$ cat src/rtl/lc4_cmp_arbiter.sv
// lc4_cmp_arbiter: two requesters share one registered LC4 compare unit.
// Round-robin grant, operands latched at accept, valid/ready response.
// Optional per-requester response counters: define CMP_ARB_STATS_EN.
module lc4_cmp_arbiter #(
    parameter int CNT_W = 16
) (
    input  logic        clk,
    input  logic        rst_n,
    input  logic        req0_valid,
    output logic        req0_ready,
    input  logic [15:0] req0_a,
    input  logic [15:0] req0_b,
    input  logic [15:0] req0_insn,
    input  logic        req1_valid,
    output logic        req1_ready,
    input  logic [15:0] req1_a,
    input  logic [15:0] req1_b,
    input  logic [15:0] req1_insn,
    output logic        rsp_valid,
    input  logic        rsp_ready,
    output logic        rsp_id,
    output logic [15:0] rsp_result,
    output logic [2:0]  rsp_nzp,
    output logic        busy
`ifdef CMP_ARB_STATS_EN
    ,
    output logic [CNT_W-1:0] cnt0,
    output logic [CNT_W-1:0] cnt1
`endif
);

    typedef enum logic [1:0] {IDLE, EVAL, RESP} state_t;

    state_t      state, state_nxt;
    logic        last_grant;
    logic        grant;
    logic        any_valid;
    logic        accept_ok;
    logic [15:0] op_a, op_b;
    logic [8:0]  op_insn;
    logic        op_id;
    logic [15:0] rhs;
    logic        cmp_eq, cmp_lt;
    logic [15:0] cmp_res;
    logic [2:0]  cmp_nzp;

    // insn[15:9] carries no meaning for the compare
    logic unused_insn_hi;
    assign unused_insn_hi = ^{req0_insn[15:9], req1_insn[15:9]};

    // Round-robin pick: on a tie the requester that did not win last time goes
    always_comb begin
        any_valid = req0_valid | req1_valid;
        if (req0_valid && req1_valid) grant = ~last_grant;
        else                          grant = ~req0_valid;
        accept_ok = (state == IDLE) || ((state == RESP) && rsp_ready);
    end

    // State register
    always_ff @(posedge clk or negedge rst_n) begin
        if (!rst_n) state <= IDLE;
        else        state <= state_nxt;
    end

    // Next-state logic
    always_comb begin
        state_nxt = state;
        case (state)
            IDLE:    if (any_valid) state_nxt = EVAL;
            EVAL:    state_nxt = RESP;
            RESP:    if (rsp_ready) state_nxt = any_valid ? EVAL : IDLE;
            default: state_nxt = IDLE;
        endcase
    end

    // FSM outputs; ready is gated by reset so nothing is taken while held
    always_comb begin
        req0_ready = rst_n & accept_ok & req0_valid & ~grant;
        req1_ready = rst_n & accept_ok & req1_valid &  grant;
        rsp_valid  = (state == RESP);
        busy       = (state != IDLE);
    end

    // Latch the granted operation so requesters can drop their operands
    always_ff @(posedge clk or negedge rst_n) begin
        if (!rst_n) begin
            last_grant <= 1'b1;
            op_a       <= '0;
            op_b       <= '0;
            op_insn    <= '0;
            op_id      <= 1'b0;
        end else if (accept_ok && any_valid) begin
            last_grant <= grant;
            op_id      <= grant;
            op_a       <= grant ? req1_a : req0_a;
            op_b       <= grant ? req1_b : req0_b;
            op_insn    <= grant ? req1_insn[8:0] : req0_insn[8:0];
        end
    end

    // Sub-op decode: bit 8 selects immediate, bit 7 selects unsigned
    always_comb begin
        if (op_insn[8]) rhs = op_insn[7] ? {9'b0, op_insn[6:0]}
                                         : {{9{op_insn[6]}}, op_insn[6:0]};
        else            rhs = op_b;
        cmp_eq = (op_a == rhs);
        cmp_lt = op_insn[7] ? (op_a < rhs) : ($signed(op_a) < $signed(rhs));
        if (cmp_eq) begin
            cmp_res = 16'h0000;
            cmp_nzp = 3'b010;
        end else if (cmp_lt) begin
            cmp_res = 16'hFFFF;
            cmp_nzp = 3'b100;
        end else begin
            cmp_res = 16'h0001;
            cmp_nzp = 3'b001;
        end
    end

    // Response registers load in EVAL and hold through RESP
    always_ff @(posedge clk or negedge rst_n) begin
        if (!rst_n) begin
            rsp_result <= '0;
            rsp_nzp    <= '0;
            rsp_id     <= 1'b0;
        end else if (state == EVAL) begin
            rsp_result <= cmp_res;
            rsp_nzp    <= cmp_nzp;
            rsp_id     <= op_id;
        end
    end

`ifdef CMP_ARB_STATS_EN
    // Count completed responses per requester, wrapping naturally
    always_ff @(posedge clk or negedge rst_n) begin
        if (!rst_n) begin
            cnt0 <= '0;
            cnt1 <= '0;
        end else if (rsp_valid && rsp_ready) begin
            if (rsp_id) cnt1 <= cnt1 + CNT_W'(1);
            else        cnt0 <= cnt0 + CNT_W'(1);
        end
    end
`else
    localparam int unused_cnt_w = CNT_W;
`endif

endmodule
$ cat config.mk
export PLATFORM = sky130hd
export DESIGN_NAME = lc4_cmp_arbiter
export DESIGN_NICKNAME = d
export VERILOG_FILES = /design/src/rtl/lc4_cmp_arbiter.sv
export SDC_FILE = /design/constraint.sdc
export NUM_CORES = 1
export LEC_CHECK = 0
export CAP_MARGIN = 15
export CORE_MARGIN = 3
export CORE_UTILIZATION = 39
export DETAILED_ROUTE_END_ITERATION = 10
export DONT_BUFFER_PORTS = 1
export PLACE_DENSITY = 0.57
export SYNTH_ARGS = -nofsm -noshare
export SYNTH_HDL_FRONTEND = slang
export SYNTH_SLANG_ARGS = --single-unit
$ cat constraint.sdc
create_clock -name clk -period 7 [get_ports clk]
set_input_delay 0.7 -clock clk [delete_from_list [all_inputs] [get_ports clk]]
set_output_delay 0.7 -clock clk [all_outputs]
set_load 0.02 [all_outputs]
**After elaboration in Yosys (flattened, before gate mapping)**

Index checks and enable logic that the tools add are counted.

- Flip-flop bits (word level): 65
- Output and inout bits: 24
- Input bits: 101
- Word-level logic and storage cells: 47

- Reductions and logical operators: 7
- Equal/unequal tests: 5
- Order comparisons: 2
- Bitwise gates (word level): 9
- Muxes and demuxes: 15

Operators by type and width:

| operator | count |
|---|---|
| 2-to-1 mux 16 bit | 6 |
| < comparator 16 bit | 2 |
| equality test 16 bit | 1 |
| 2-to-1 mux 9 bit | 1 |
| 2-to-1 mux 3 bit | 2 |
| one-hot mux 2 bit (3 select lines) | 1 |
| bitwise AND 1 bit | 5 |
| 2-to-1 mux 2 bit | 2 |
| logical AND 1 bit | 3 |
| 2-to-1 mux 1 bit | 3 |
| inverter 1 bit | 3 |
| equality test 2 x 1 -> 1 bit (second input constant) | 1 |
| equality test 2 bit (second input constant) | 1 |
| logical NOT 2 bit | 1 |
| inequality test 2 x 1 -> 1 bit (second input constant) | 1 |
| inequality test 2 bit (second input constant) | 1 |
| AND reduction 2 bit | 1 |
| nonzero test 2 bit | 1 |
| logical OR 1 bit | 1 |
| bitwise OR 1 bit | 1 |

**Depth between registers and ports, before layout**

- Depth in word-level cells: 6
- Gate-level depth with buffers: 9
- Gate-level depth less buffers: 9

**Worst setup path after synthesis**

OpenSTA, ideal clock, no wires.

- Path kind: register to register
- From: register op_insn[8]
- To: register rsp_result[14]
- Slack: 4.633 ns
- Stages on the path, launching flop included: 10
- Data arrival time: 2.234 ns
- Buffers on the path: 2
- Cell sequence: dfrtp_1 -> clkbuf_1 -> clkbuf_1 -> o21ai_0 -> ha_1 -> nand4_4 -> o41ai_4 -> nor2_1 -> nand4_1 -> nand3_1

- Word-level cells in the longest chain between the ends: 5
- Elaborated cells between the ends (all ways): 7

RTL lines:

| what | line | text |
|---|---|---|
| start, declared | 40 | `logic [8:0] op_insn;` |
| start signal, assigned | 97 | `op_insn <= grant ? req1_insn[8:0] : req0_insn[8:0];` |
| 2-to-1 mux 16 bit * | 103 | `if (op_insn[8]) rhs = op_insn[7] ? {9'b0, op_insn[6:0]}` |
| < comparator 16 bit | 107 | `cmp_lt = op_insn[7] ? (op_a < rhs) : ($signed(op_a) < $signed(rhs));` |
| 2-to-1 mux 1 bit | 107 |  |
| 2-to-1 mux 16 bit | 111 | `end else if (cmp_lt) begin` |
| 2-to-1 mux 16 bit * | 108 | `if (cmp_eq) begin` |
| end signal, assigned | 127 | `rsp_result <= cmp_res;` |
| end, declared | 22 | `output logic [15:0] rsp_result,` |

Every way passes the cells marked *; elsewhere a longest branch is shown, timed or not.
A chain may end at the register's enable or synchronous reset.

**Worst setup path in the final report**

- From: input port req1_valid
- To: output port req1_ready

- Word-level cells in the longest chain between the ends: 3
- Elaborated cells between the ends (all ways): 4

RTL lines:

| what | line | text |
|---|---|---|
| start, declared | 14 | `input logic req1_valid,` |
| logical AND 1 bit | 54 | `if (req0_valid && req1_valid) grant = ~last_grant;` |
| 2-to-1 mux 1 bit | 54 |  |
| bitwise AND 1 bit * | 79 | `req1_ready = rst_n & accept_ok & req1_valid & grant;` |
| end, declared | 15 | `output logic req1_ready,` |

Marks and branches as above.

==> impl_metrics.py <==
metrics = {
    "outcome": {
        "status": "complete, no violations",
    },
    "die": {
        "die_area_um2": 8580,
        "die_w_um": 92.6,
        "core_um2": 7020,
        "num_io_pins": 125,
        "rows": 30,
        "fp.dieH_um": 92.6,
        "start_util": 0.417,
    },
    "setup_path": {
        "r2r-end": "rsp_nzp[0]$_DFFE_PN0N_",
        "crit_path_max_fanout": 31,
        "path_cells": "inv_1, o21ai_4, buf_4, nand2_1, nor2_1",
        "ff2ff_path_depth": 8,
        "regToRegSetupSlack_ps": 4130,
        "critical_path_required_ps": 6300,
        "slowest_delay_ps": 550,
        "cp_top_family": "buffers and inverters",
        "critPathSlowestCell": "buf_4",
        "worst-setup-path-type": "in -> out",
        "rr_startpoint": "op_insn[8]$_DFFE_PN0P_",
        "cp.arrival_ps": 2210,
        "critPathBufInv": 2,
        "cp-end-kind": "output pin",
        "crit_path_start_kind": "input port",
    },
    "pwr": {
        "switching_share": 0.455,
        "p_leak_nw": 1.45,
        "p_switching_mw": 0.634,
        "vdd.ir_drop.worst_mv": 0.147,
        "intPower_mw": 0.759,
        "combPwrFrac": 0.436,
        "clkPwrFrac": 0.118,
        "cellPowerDensity_nw_per_um2": 469,
        "pwr-share-seq": 0.446,
        "power_mw": 1.39,
    },
    "global_route": {
        "grt_max_degree": 86,
        "antenna_found_initial": 0,
        "grt_pass1_vias": 1892,
        "grt_remaining_overflow": 0,
        "grt_pass1_wl_um": 9370,
        "grt_util_all_layers": 0.138,
    },
    "sta": {
        "finalCritPeriodShare": 0.416,
        "clock-skew-final_ps": 10.3,
        "final-max-slew-violation-count": 0,
        "worstMarginPinSlew_ps": 901,
        "fmax_ghz": 0.344,
        "tns_ps": 0,
        "setup_viol": 0,
        "hold_viol_final": 0,
        "rsz0062_at_grt": "false",
        "min_period_ps": 2910,
        "slew_headroom": 0.399,
    },
    "place": {
        "routabilityCongestion": 0.785,
        "hpwl_um": 4220,
        "port_buffers": 0,
        "dpl_cell_area_um2": 2890,
    },
    "yosys": {
        "avgSynthCellArea_um2": 9.72,
        "synthesis.nets": 418,
        "mappedNetlistArea_um2": 2930,
        "ys_types": 29,
        "synth-seq-cells": 50,
        "synthCells": 301,
        "synth_warnings": 0,
        "ys_seq_area_frac": 0.428,
    },
    "clocking": {
        "clk_path_buf_depth": 2,
        "clkSinkCount": 50,
        "clk_pin_slew_worst_paths_ps": 90,
        "cts_setup_buffers": 0,
        "holdBufCountCts": 0,
        "cts_root_buf": "clkbuf_8",
        "cts_tree": "yes",
        "numCtsBuffers": 5,
        "htreeDepth": 2,
        "cts_resized": 0,
        "clkLatencyLatePin_ps": 300,
    },
    "min_path": {
        "hold_class": "in -> async",
    },
    "drt": {
        "vias_per_cell": 5.13,
        "detail_route.wl_per_cell_um": 15.5,
        "drtIter0Drc": 66,
        "drc": 0,
        "antenna_left": 0,
        "wl_um": 5830,
        "drt_pass1_iterations": 4,
        "num_vias": 1927,
    },
    "finish": {
        "multi_input_area_um2": 1480,
        "diodes": 0,
        "regArea_um2": 1260,
        "synthToLayoutAreaGrowth_pct": 1.54,
        "n_fill_cell": 692,
        "layout-drive-gt1-share": 0.0679,
        "finalNetCount": 396,
        "mostFrequentLayoutCells": "o21ai_0 (54), nand2_1 (53), dfrtp_1 (48)",
        "final_cell_area_um2": 2970,
        "final_common_cell": "o21ai_0",
    },
    "run": {
        "maxCapViolCount": 0,
    },
}
==> power groups by stage <==
stage	combinational (mW)	sequential [mW]	clock, mW
2_1_floorplan	0.643	0.520	0
3_3_place_gp	0.603	0.625	0
3_5_place_dp	0.613	0.631	0
4_1_cts	0.618	0.625	0.172
5_1_grt	0.709	0.646	0.184
6_report	0.607	0.621	0.164
==> through the flow <==
stage | util | worst slack (ps) | hold slack, ps | instances
floorplan | - | 4630 | 404 | 301
global placement | 0.412 | 4070 | 407 | 368
detailed placement | 0.412 | 4040 | 406 | 368
CTS | 0.423 | 4040 | 68.9 | 376
global route | 0.423 | 3820 | 57.5 | 376
finish | 0.423 | 4090 | 83.1 | 376
==> flip-flops by register name (all words and copies together) (netlist names) <==
signal      count
state           2
op_a           16
rsp_result      2
rsp_id          1
op_id           1
op_insn         9
rsp_nzp         2
last_grant      1
op_b           16
==> Yosys cell counts <==
cell      instances  area (µm²)
o21ai_1           2        10.0
nand4_4           1        21.3
mux2i_1          47         470
dfrtp_1          49        1230
nand2b_1          2        12.5
nor2b_1           2        12.5
ha_1             16         200
and2b_1           2        15.0
o21ai_0          55         275
dfstp_2           1        26.3
buf_4            19         143
buf_1             3        11.3
or2_2             1        6.26
buf_6             1        11.3
a21o_1            3        22.5
o211a_1           1        10.0
nand4_1           5        31.3
inv_1             5        18.8
a21oi_1           8        40.0
buf_2             3        15.0
o21a_1            2        15.0
clkbuf_1          5        18.8
o31ai_1           2        15.0
mux2_2            3        33.8
nand3_1           2        10.0
nor2_1            5        18.8
o41ai_4           1        27.5
nand2_1          53         199
nor3_1            2        10.0
==> worst register-to-register path, cell delays in order, from the launching register on <==
cell     delay [ps]
dfrtp_1         670
o21ai_1         480
o21ai_0         220
ha_1            460
nand4_4         160
o41ai_4         470
nor3_1          110
nand4_1         110
nand3_1          80
==> metal layers <==
| layer | global-route usage | up-vias | wire length, µm |
|---|---|---|---|
| li1 | - | 995 | - |
| met1 | 0.179 | 867 | 2640 |
| met2 | 0.230 | 60 | 2770 |
| met3 | 0.0325 | 5 | 364 |
| met4 | 0.0366 | 0 | 50 |
| met5 | 0 | - | 0 |
==> how the worst max path moves through the flow <==
| stage | from | cells after the start | endpoint | slack [ps] |
|---|---|---|---|---|
| 4_1_cts | req1_valid | 5 | req1_ready | 4040 |
| 2_1_floorplan | op_insn[8]$_DFFE_PN0P_ | 9 | rsp_result[14]$_DFFE_PN0N_ | 4630 |
| 5_1_grt | op_insn[8]$_DFFE_PN0P_ | 8 | rsp_result[14]$_DFFE_PN0N_ | 3820 |
| 3_5_place_dp | req1_valid | 5 | req1_ready | 4040 |
| 6_report | req1_valid | 5 | req1_ready | 4090 |
| 3_3_place_gp | req1_valid | 5 | req1_ready | 4070 |
==> layout make-up <==
cell class	instances	share of cell area
flip-flops and latches	50	0.423
repair buffers	2	0.00505
clock inverters	2	0.00337
clock buffers	6	0.0244
multi-input cells	215	0.498
inverters	5	0.00632
well taps	96	0.0404
==> cells by family after synthesis <==
family	Yosys count	share of synthesized area
buffers and inverters	36	0.0744
adders and majority gates	16	0.0684
AOI/OAI and AO/OA	74	0.142
DFF	50	0.428
and+or+nand+nor	75	0.115
muxes	50	0.172
Power figures use the tool's default switching activity.
